===== config.mk =====
export PLATFORM = sky130hd
export DESIGN_NAME = des_expand_mix_pipe
export DESIGN_NICKNAME = d
export VERILOG_FILES = /design/src/rtl/des_expand_mix_pipe.sv
export SDC_FILE = /design/constraint.sdc
export NUM_CORES = 1
export LEC_CHECK = 0
export BUFFER_PORTS_ARGS = -buffer_cell sky130_fd_sc_hd__buf_2
export CORE_MARGIN = 5
export CORE_UTILIZATION = 52
export CTS_CLUSTER_SIZE = 10
export DETAILED_ROUTE_END_ITERATION = 16
export PLACE_DENSITY = 0.79
export SETUP_SLACK_MARGIN = 0.2
export SLEW_MARGIN = 15
export SYNTH_ARGS = -nofsm -noshare
export SYNTH_HDL_FRONTEND = slang
export SYNTH_SLANG_ARGS = --single-unit

===== constraint.sdc =====
create_clock -name clk -period 2.7 [get_ports clk]
set_input_delay 0.405 -clock clk [delete_from_list [all_inputs] [get_ports clk]]
set_output_delay 0.405 -clock clk [all_outputs]
set_load 0.05 [all_outputs]

===== src/rtl/des_expand_mix_pipe.sv =====
// Multi-lane DES E-expansion and round-key mix, pipelined over DEPTH register
// stages with a valid/ready stream and full backpressure.
module des_expand_mix_pipe #(
  parameter int LANES = 1,
  parameter int DEPTH = 2,
  parameter int TAG_W = 4,
  parameter int CNT_W = 16
) (
  input  logic                  clk,
  input  logic                  rst,
  input  logic                  in_valid,
  output logic                  in_ready,
  input  logic [32*LANES-1:0]   in_r,
  input  logic [48*LANES-1:0]   in_k,
  input  logic                  in_mix,
  input  logic [TAG_W-1:0]      in_tag,
  output logic                  out_valid,
  input  logic                  out_ready,
  output logic [48*LANES-1:0]   out_e,
  output logic [TAG_W-1:0]      out_tag,
  output logic [CNT_W-1:0]      xfer_cnt
);

  localparam int DW = 48 * LANES;

  logic [DEPTH-1:0]             vld_q, vld_d;
  logic [DEPTH-1:0][DW-1:0]     dat_q, dat_d;
  logic [DEPTH-1:0][TAG_W-1:0]  tag_q, tag_d;
  logic [CNT_W-1:0]             cnt_q, cnt_d;
  logic [DEPTH-1:0]             ld;
  logic [DW-1:0]                stage_in;

  // Each 6-bit E group b takes DES bits 4b..4b+5 (1-indexed, wrapping 0->32, 33->1).
  function automatic logic [47:0] e_expand(input logic [31:0] r);
    logic [47:0] e;
    int unsigned n;
    e = '0;
    for (int b = 0; b < 8; b++) begin
      for (int k = 0; k < 6; k++) begin
        n = (4 * b + k + 31) % 32;
        e[47-(6*b+k)] = r[31-n];
      end
    end
    return e;
  endfunction

  always_comb begin
    stage_in = '0;
    for (int i = 0; i < LANES; i++) begin
      stage_in[48*i +: 48] = e_expand(in_r[32*i +: 32]) ^ (in_mix ? in_k[48*i +: 48] : 48'd0);
    end
  end

  // Load enables ripple from the output back to stage 0.
  always_comb begin
    logic nxt;
    nxt = out_ready;
    ld  = '0;
    for (int j = DEPTH - 1; j >= 0; j--) begin
      ld[j] = !vld_q[j] || nxt;
      nxt   = ld[j];
    end
  end

  always_comb begin
    vld_d = vld_q;
    dat_d = dat_q;
    tag_d = tag_q;
    cnt_d = cnt_q;
    if (ld[0]) begin
      vld_d[0] = in_valid;
      if (in_valid) begin
        dat_d[0] = stage_in;
        tag_d[0] = in_tag;
      end
    end
    for (int j = 1; j < DEPTH; j++) begin
      if (ld[j]) begin
        vld_d[j] = vld_q[j-1];
        if (vld_q[j-1]) begin
          dat_d[j] = dat_q[j-1];
          tag_d[j] = tag_q[j-1];
        end
      end
    end
    if (in_valid && ld[0]) begin
      cnt_d = cnt_q + CNT_W'(1);
    end
  end

  always_ff @(posedge clk) begin
    if (rst) begin
      vld_q <= '0;
      dat_q <= '0;
      tag_q <= '0;
      cnt_q <= '0;
    end else begin
      vld_q <= vld_d;
      dat_q <= dat_d;
      tag_q <= tag_d;
      cnt_q <= cnt_d;
    end
  end

  assign in_ready  = ld[0];
  assign out_valid = vld_q[DEPTH-1];
  assign out_e     = dat_q[DEPTH-1];
  assign out_tag   = tag_q[DEPTH-1];
  assign xfer_cnt  = cnt_q;

endmodule


* Word-level counts from Yosys, hierarchy flattened
Cells that the tools add are included.
** Word-level totals
- Word-level logic and storage cells :: 17
- Register bits :: 122
** Cells by class
- Bitwise logic cells :: 1
- Reductions and logical operators :: 7
- Add/subtract/negate cells :: 1
- Multiplexer cells :: 1
** Operators with widths (number)
- 2-to-1 mux 48 bit :: 1
- XOR 48 bit :: 1
- adder 16 x 1 -> 16 bit, second input constant :: 1
- AND reduction 2 bit :: 2
- logical NOT 1 bit :: 2
- logical OR 1 bit :: 2
- logical AND 1 bit :: 1

* Logic depth before layout (Yosys ltp)
Gate-level depths: netlist (run 1).
- Depth after elaboration :: 4
- Gate-level depth with buffers :: 8

* Worst setup path before layout (run 1)
OpenSTA, ideal clock, no wires.
- Path kind :: reg-to-reg
- From :: reg vld_q[1]
- To :: reg tag_q[1] (netlist bit)
- Arrival :: 2.096 ns
- Period minus slack after synthesis :: 2.166 ns
- Library setup time :: 0.070 ns
- Path buffers :: 3
- Setup slack :: 0.534 ns
- Cell stages (with the launch flop) :: 9
- Cell sequence :: dfxtp_1 -> and3b_1 -> buf_6 -> inv_1 -> and2_1 -> buf_2 -> clkbuf_1 -> nand2_1 -> a21oi_1
** On the way
- Cells in the longest elaborated chain, start to end :: 4
** RTL lines
- start, declared :: line 26 : logic [DEPTH-1:0] vld_q, vld_d;
- start signal, assigned :: line 98 : vld_q <= vld_d;
- logical NOT 1 bit :: line 60 : ld[j] = !vld_q[j] || nxt;
- logical OR 1 bit (2 in series) :: line 60
- net in_ready :: line 12 : output logic in_ready,
- AND reduction 2 bit (no source line)
- end signal, assigned :: line 100 : tag_q <= tag_d;
- end, declared :: line 28 : logic [DEPTH-1:0][TAG_W-1:0] tag_q, tag_d;
The timed path passes the listed nets, and every way through them passes these cells.
A chain may end at the register's enable or synchronous reset.

* Worst setup path after layout (run 1)
- From :: reg vld_q[0]
- To :: out in_ready
** On the way
- Cells in the longest elaborated chain, start to end :: 2
** RTL lines (line)
- logical NOT 1 bit :: 60
- logical OR 1 bit :: 60
- end, declared :: 12
No other way between the ends.

==> impl_metrics.csv, run 1 <==
group,metric,value,unit
run_status,outcome,"finished, final reports clean",
sta,worstMarginPinSlew,811,ps
critical_path,cp_slowest_cell,"dfxtp_1",
critical_path,critPathLaunchType,"register",
critical_path,cp.required,2300,ps
finish,fillers,827,
power_and_ir_drop,ir_drop,0.000355,V
power_and_ir_drop,powerDensity,742,nW/µm²
clock_tree,hold_buffers,0,
clock_tree,cts_sinks,122,
placed_design,hpwl,8080,µm
sta,setup_viol,0,
clock_tree,cts.htree.levels,4,
sta,final_hold_viol_count,0,
critical_path,crit_type,"reg2out",
finish,seqCellArea,2440,µm²
global_route,grt_first_pass_wirelength,20200,µm
sta,min_period,1990,ps
floorplan,core,9860,µm²
global_route,grt_max_degree,66,
routing,drt_iter0_markers,307,
run,maxCapViolations,0,
sta,rsz0062_at_grt,"no",
routing,wl,12200,µm
critical_path,critPathMaxStageDelay,370,ps
synthesis,synth_nets,744,
finish,final_common_cell,"nand2_1",
placed_design,io_buffer_count,158,
routing,wl_per_cell,13.7,µm
sta,period_share,0.739,
clock_tree,clkTransAtPathRegs,60,ps
routing,drtPass1Iterations,4,
synthesis,yosysSeqAreaShare,0.461,
power_and_ir_drop,p_leak,2.77,nW
global_route,grt_use_total,0.197,
critical_path,worstPathCellList,"and3b_1 -> inv_1 -> buf_2",
finish,multi_input_area,2280,µm²
placed_design,finalWeightedCongestion,0.833,
clock_tree,post_cts_buffers,0,
synthesis,syn_area_per_cell,8.10,µm²
finish,utilization,0.646,
routing,drc,0,
finish,insertedDiodeCount,0,
sta,timing.fmax,0.501,GHz
clock_tree,cts-root-buf,"clkbuf_8",
clock_tree,numCtsBuffers,17,
routing,avgViaCountPerCell,5.08,
finish,drive_gt1_frac,0.265,
floorplan,die_area,12300,µm²
clock_tree,postCtsResizedCells,0,
routing,final_antenna_net_count,0,
global_route,overflow,0,
floorplan,rows,36,
floorplan,die_y,111,µm
global_route,antenna_found_initial,0,
floorplan,start_util,0.537,
clock_tree,cts_tree,"done",
floorplan,chipWidth,111,µm
sta,skew,6.90,ps
finish,layout.nets,832,
critical_path,cp.arrival,1590,ps
synthesis,ys.warnings.count,0,
sta,setup_tns,0,ps
min_path,hold_class,"in2reg",
clock_tree,clock_path_buffers,2,
critical_path,worst-path-buf-inv,2,
routing,met1_length,5010,µm
synthesis,syn_area,5300,µm²
critical_path,crit_path_end_kind,"output port",
floorplan,io_pins,159,
critical_path,worstPathMaxFanout,7,
global_route,grt_pass1_vias,4377,
routing,wl_met3,790,µm
routing,top_layer,"met4",
clock_tree,clk_latency,510,ps
sta,maxSlewHeadroom,0.459,
routing,vias,4511,
synthesis,synth.distinct_cells,30,
routing,dr_wl_met2,6140,µm
finish,layout_common_cells,"nand2_1, buf_2, dfxtp_1, a21oi_1, nor2_1",
synthesis,synth_seq_cells,122,
sta,maxSlewViolCount,0,
synthesis,syn_inst,654,
finish,syn_to_final_growth,20.3,%
critical_path,path_delay_family,"buffers and inverters",
[cells by family after synthesis]
| group | synth area share |
|---|---|
| muxes | 0.00213 |
| AOI/OAI and AO/OA | 0.133 |
| buffers and inverters | 0.110 |
| xor gates and xnor gates | 0.0942 |
| and+or+nand+nor | 0.197 |
| DFF | 0.461 |
| adders and majority gates | 0.00236 |
[metrics by stage]
stage | hold slack, ps | setup slack (ps) | std cells | area (µm²) | power (mW)
global route | 122 | 612 | 888 | 6370 | 4.90
detailed placement | 444 | 712 | 856 | 5770 | 2.49
CTS | 119 | 710 | 888 | 6370 | 4.76
floorplan | 432 | 534 | 654 | 5300 | 2.36
finish | 139 | 706 | 888 | 6370 | 4.73
global placement | 437 | 769 | 856 | 5770 | 2.48
[where the power goes]
part / switching, mW / total (mW) / leakage, nW / internal [mW]
logic: 0.337 / 0.511 / 1.49 / 0.174
clock network: 0.791 / 2.27 / 0.279 / 1.48
registers: 0.0512 / 1.95 / 1.00 / 1.90
[flip-flops by register name, summed over array words and instances, names as in the netlist]
name	cells
vld_q	2
dat_q	48
out_tag	4
tag_q	4
out_e	48
xfer_cnt	16
[cell type report]
type | instances | share of cell area
Sequential cell | 122 | 0.383
Multi-Input combinational cell | 433 | 0.358
Timing Repair Buffer | 165 | 0.137
Clock buffer | 22 | 0.0726
Tap cell | 133 | 0.0261
Clock inverter | 10 | 0.0222
Inverter | 3 | 0.00177
[tightest hold or removal path: stages]
cell and delay (ps):
buf_2 90, nand2_1 40, a21oi_1 50
[Yosys cell counts]
cell type	count	area, µm²
nand2_1	168	631
dfxtp_1	122	2440
a21oi_1	63	315
nor2_1	61	229
xor2_1	53	464
buf_4	52	390
a211oi_1	48	360
clkbuf_1	35	131
buf_2	6	30.0
nand3_1	5	25.0
nand4_1	5	31.3
o21ai_0	4	20.0
or3_1	4	25.0
xnor2_1	4	35.0
inv_1	3	11.3
and2_1	2	12.5
and3_1	2	12.5
and4_1	2	17.5
buf_1	2	7.51
nand2b_1	2	12.5
nor3_1	2	10.0
a31o_2	1	8.76
and3b_1	1	8.76
buf_6	1	11.3
ha_1	1	12.5
mux2_2	1	11.3
nand4bb_1	1	11.3
nor2b_1	1	6.26
nor4_1	1	6.26
or4_1	1	7.51
[final timing paths]
kind	startpoint	end	slack, ps	cells past startpoint
min reg2reg	dat_q[37]$_SDFFE_PP0P_	out_e[37]$_SDFFE_PP0P_	450	2
max	vld_q[0]$_SDFFE_PP0P_	in_ready	710	3
max reg2reg	vld_q[0]$_SDFFE_PP0P_	dat_q[2]$_SDFFE_PP0P_	870	6
min	in_tag[2]	tag_q[2]$_SDFFE_PP0P_	140	3
[per-layer routing]
layer / vias to the layer above / track usage
met5: - / 0
met4: 0 / 0.0837
met3: 18 / 0.0622
met2: 151 / 0.341
met1: 2067 / 0.223
li1: 2275 / -
Note: power is estimated with default switching activity, not from simulation.
==> run 2: changes to the inputs <==
Settings changed: ABC_AREA from default to 1.
Clock period 2.7 ns to 1.9 ns, I/O delays scaled along.
==> run 2 against run 1 <==
Critical path depth is 2 lower. Sequential power is 45% higher. Critical endpoint is now xfer_cnt[2]. Clock-buffer cell count is 3 lower. Critical path type unchanged. Largest power group unchanged.
==> impl_metrics.csv, run 2 <==
group,metric,value,unit
synthesis,synth_seq_cells,122,
sta,maxSlewViolCount,0,
global_route,overflow,0,
synthesis,yosysMostFrequentCell,"nor2_1",
finish,multi_input_area,2270,µm²
clock_tree,clkTransAtPathRegs,60,ps
run_status,outcome,"finished, final reports clean",
sta,fin_ws,296,ps
finish,seqCellArea,2440,µm²
synthesis,synth.distinct_cells,24,
finish,final_common_cell,"buf_2",
sta,final_hold_viol_count,0,
critical_path,cp_slowest_cell,"dfxtp_1",
synthesis,synthXorXnorAreaFrac,0.0793,
critical_path,critPathLaunchType,"register",
power_and_ir_drop,p_leak,2.97,nW
clock_tree,numCtsBuffers,17,
routing,top_layer,"met4",
global_route,grt_pass1_vias,4479,
synthesis,synthTopCellsByCount,"nor2_1, dfxtp_1, o21ai_0",
floorplan,start_util,0.529,
synthesis,synth_simple_gate_area_frac,0.184,
finish,layout.nets,884,
power_and_ir_drop,powerDensity,1100,nW/µm²
critical_path,cp.required,1620,ps
sta,setup_tns,0,ps
sta,timing.fmax,0.624,GHz
synthesis,synth-main-ff-cell,"dfxtp_1",
finish,fillers,895,
routing,wl_per_cell,12.7,µm
finish,layout.cells.non_filler,944,
synthesis,synthArstFlopShare,0,
synthesis,syn_inst,702,
routing,final_antenna_net_count,0,
routing,drtPass1Iterations,4,
min_path,hold_class,"in2reg",
global_route,grt_use_total,0.195,
clock_tree,clock_path_buffers,2,
sta,min_period,1600,ps
synthesis,syn_area_per_cell,7.71,µm²
routing,met1_length,5350,µm
sta,rsz0062_at_grt,"no",
synthesis,synth_edf_count,0,
clock_tree,cts.htree.levels,4,
floorplan,io_pins,159,
routing,avgViaCountPerCell,4.90,
sta,period_share,0.844,
routing,wl,12000,µm
clock_tree,hold_buffers,0,
synthesis,synth_top_family_by_area,"simple AND/OR/NAND/NOR gates",
critical_path,cp.arrival,1320,ps
synthesis,synth-compound-area-share,0.154,
clock_tree,clk_latency,500,ps
sta,maxSlewHeadroom,0.644,
finish,drive_gt1_frac,0.253,
placed_design,finalWeightedCongestion,0.899,
synthesis,synth_area_leaders,"dfxtp_1, nor2_1, o21ai_0",
floorplan,rows,37,
floorplan,chipWidth,112,µm
clock_tree,post_cts_buffers,0,
synthesis,syn_area,5410,µm²
routing,drc,0,
synthesis,synth_top_area_frac,0.451,
placed_design,dp_slack,243,ps
synthesis,synth_top_cell_by_area,"dfxtp_1",
sta,worstMarginPinSlew,534,ps
floorplan,core,10200,µm²
floorplan,die_area,12500,µm²
synthesis,ys.warnings.count,0,
critical_path,worstPathMaxFanout,8,
floorplan,die_y,112,µm
run,maxCapViolations,0,
critical_path,worstPathCellList,"buf_2",
power_and_ir_drop,ir_drop,0.000692,V
critical_path,worst-path-buf-inv,1,
critical_path,crit_path_end_kind,"output port",
critical_path,path_delay_family,"flip-flops",
finish,syn_to_final_growth,19.7,%
routing,wl_met3,832,µm
finish,layout_common_cells,"buf_2, nor2_1, dfxtp_1, o21ai_0, nand2_1",
critical_path,crit_type,"reg2out",
placed_design,io_buffer_count,158,
synthesis,synth_nets,792,
placed_design,placed_cells,911,
sta,skew,5.81,ps
critical_path,critPathMaxStageDelay,490,ps
global_route,antenna_found_initial,1,
clock_tree,cts-root-buf,"clkbuf_8",
clock_tree,postCtsResizedCells,0,
synthesis,synth.area.mux_share,0,
routing,drt_iter0_markers,246,
routing,vias,4622,
synthesis,yosysSeqAreaShare,0.451,
global_route,grt_max_degree,85,
clock_tree,cts_tree,"done",
global_route,grt_first_pass_wirelength,20300,µm
placed_design,hpwl,8440,µm
sta,setup_viol,0,
routing,dr_wl_met2,5690,µm
clock_tree,cts_sinks,122,
synthesis,synth-adder-area-share,0.00231,
-- run 2: cell count changes after synthesis, moves of 8 or more --
cell | previous run | this run
a211oi_1 | 48 | 0
inv_1 | 3 | 24
clkbuf_1 | 35 | 15
a21oi_1 | 63 | 55
nor2_1 | 61 | 140
buf_2 | 6 | 16
nand2_1 | 168 | 81
o21ai_0 | 4 | 104
-- run 2: cell families (layout without fill, tap and decap cells) --
family | Yosys count | in the layout
other cells | 0 | 1
simple gates | 246 | 246
xor+xnor | 49 | 49
buf+inv | 118 | 223
compound gates | 166 | 166
flops | 122 | 122
fa+ha+maj | 1 | 1
-- run 2: worst paths after layout --
check	slack, ps	cells past startpoint	end	start
setup reg to reg	370	6	dat_q[30]$_SDFFE_PP0P_	vld_q[0]$_SDFFE_PP0P_
hold reg to reg	470	2	out_e[13]$_SDFFE_PP0P_	out_e[13]$_SDFFE_PP0P_
setup / recovery	300	1	xfer_cnt[2]	xfer_cnt[2]$_SDFFE_PP0P_
hold / removal	30	2	vld_q[0]$_SDFFE_PP0P_	rst
-- run 2: cell type report --
cell class / instances / share of cell area
well taps: 136 / 0.0263
flip-flops and latches: 122 / 0.377
inverters: 27 / 0.0168
clock buffers: 19 / 0.0666
multi-input cells: 462 / 0.351
clock inverters: 13 / 0.0294
repair buffers: 164 / 0.133
diodes: 1 / 0.000386
-- run 2: through the flow --
| stage | util | hold slack, ps | cell area, µm² | total power [mW] |
|---|---|---|---|---|
| final | 0.633 | 26.6 | 6480 | 7.12 |
| after global routing | 0.633 | 29.8 | 6480 | 7.44 |
| after CTS | 0.633 | 3.76 | 6470 | 7.18 |
| after detailed placement | 0.572 | 465 | 5850 | 3.84 |
| after global placement | 0.572 | 457 | 5850 | 3.81 |
| after floorplan | - | 354 | 5410 | 3.66 |
-- run 2: report_power, final --
part / internal (mW) / switching [mW] / total, mW / leakage, nW
sequential: 2.74 / 0.0850 / 2.82 / 1.01
combinational: 0.293 / 0.669 / 0.962 / 1.66
clock: 2.18 / 1.16 / 3.34 / 0.304
-- run 2: routing by layer --
metal / vias up / track usage
li1: 2411 / -
met1: 2063 / 0.235
met2: 131 / 0.329
met3: 17 / 0.0518
met4: 0 / 0.0825
met5: - / 0
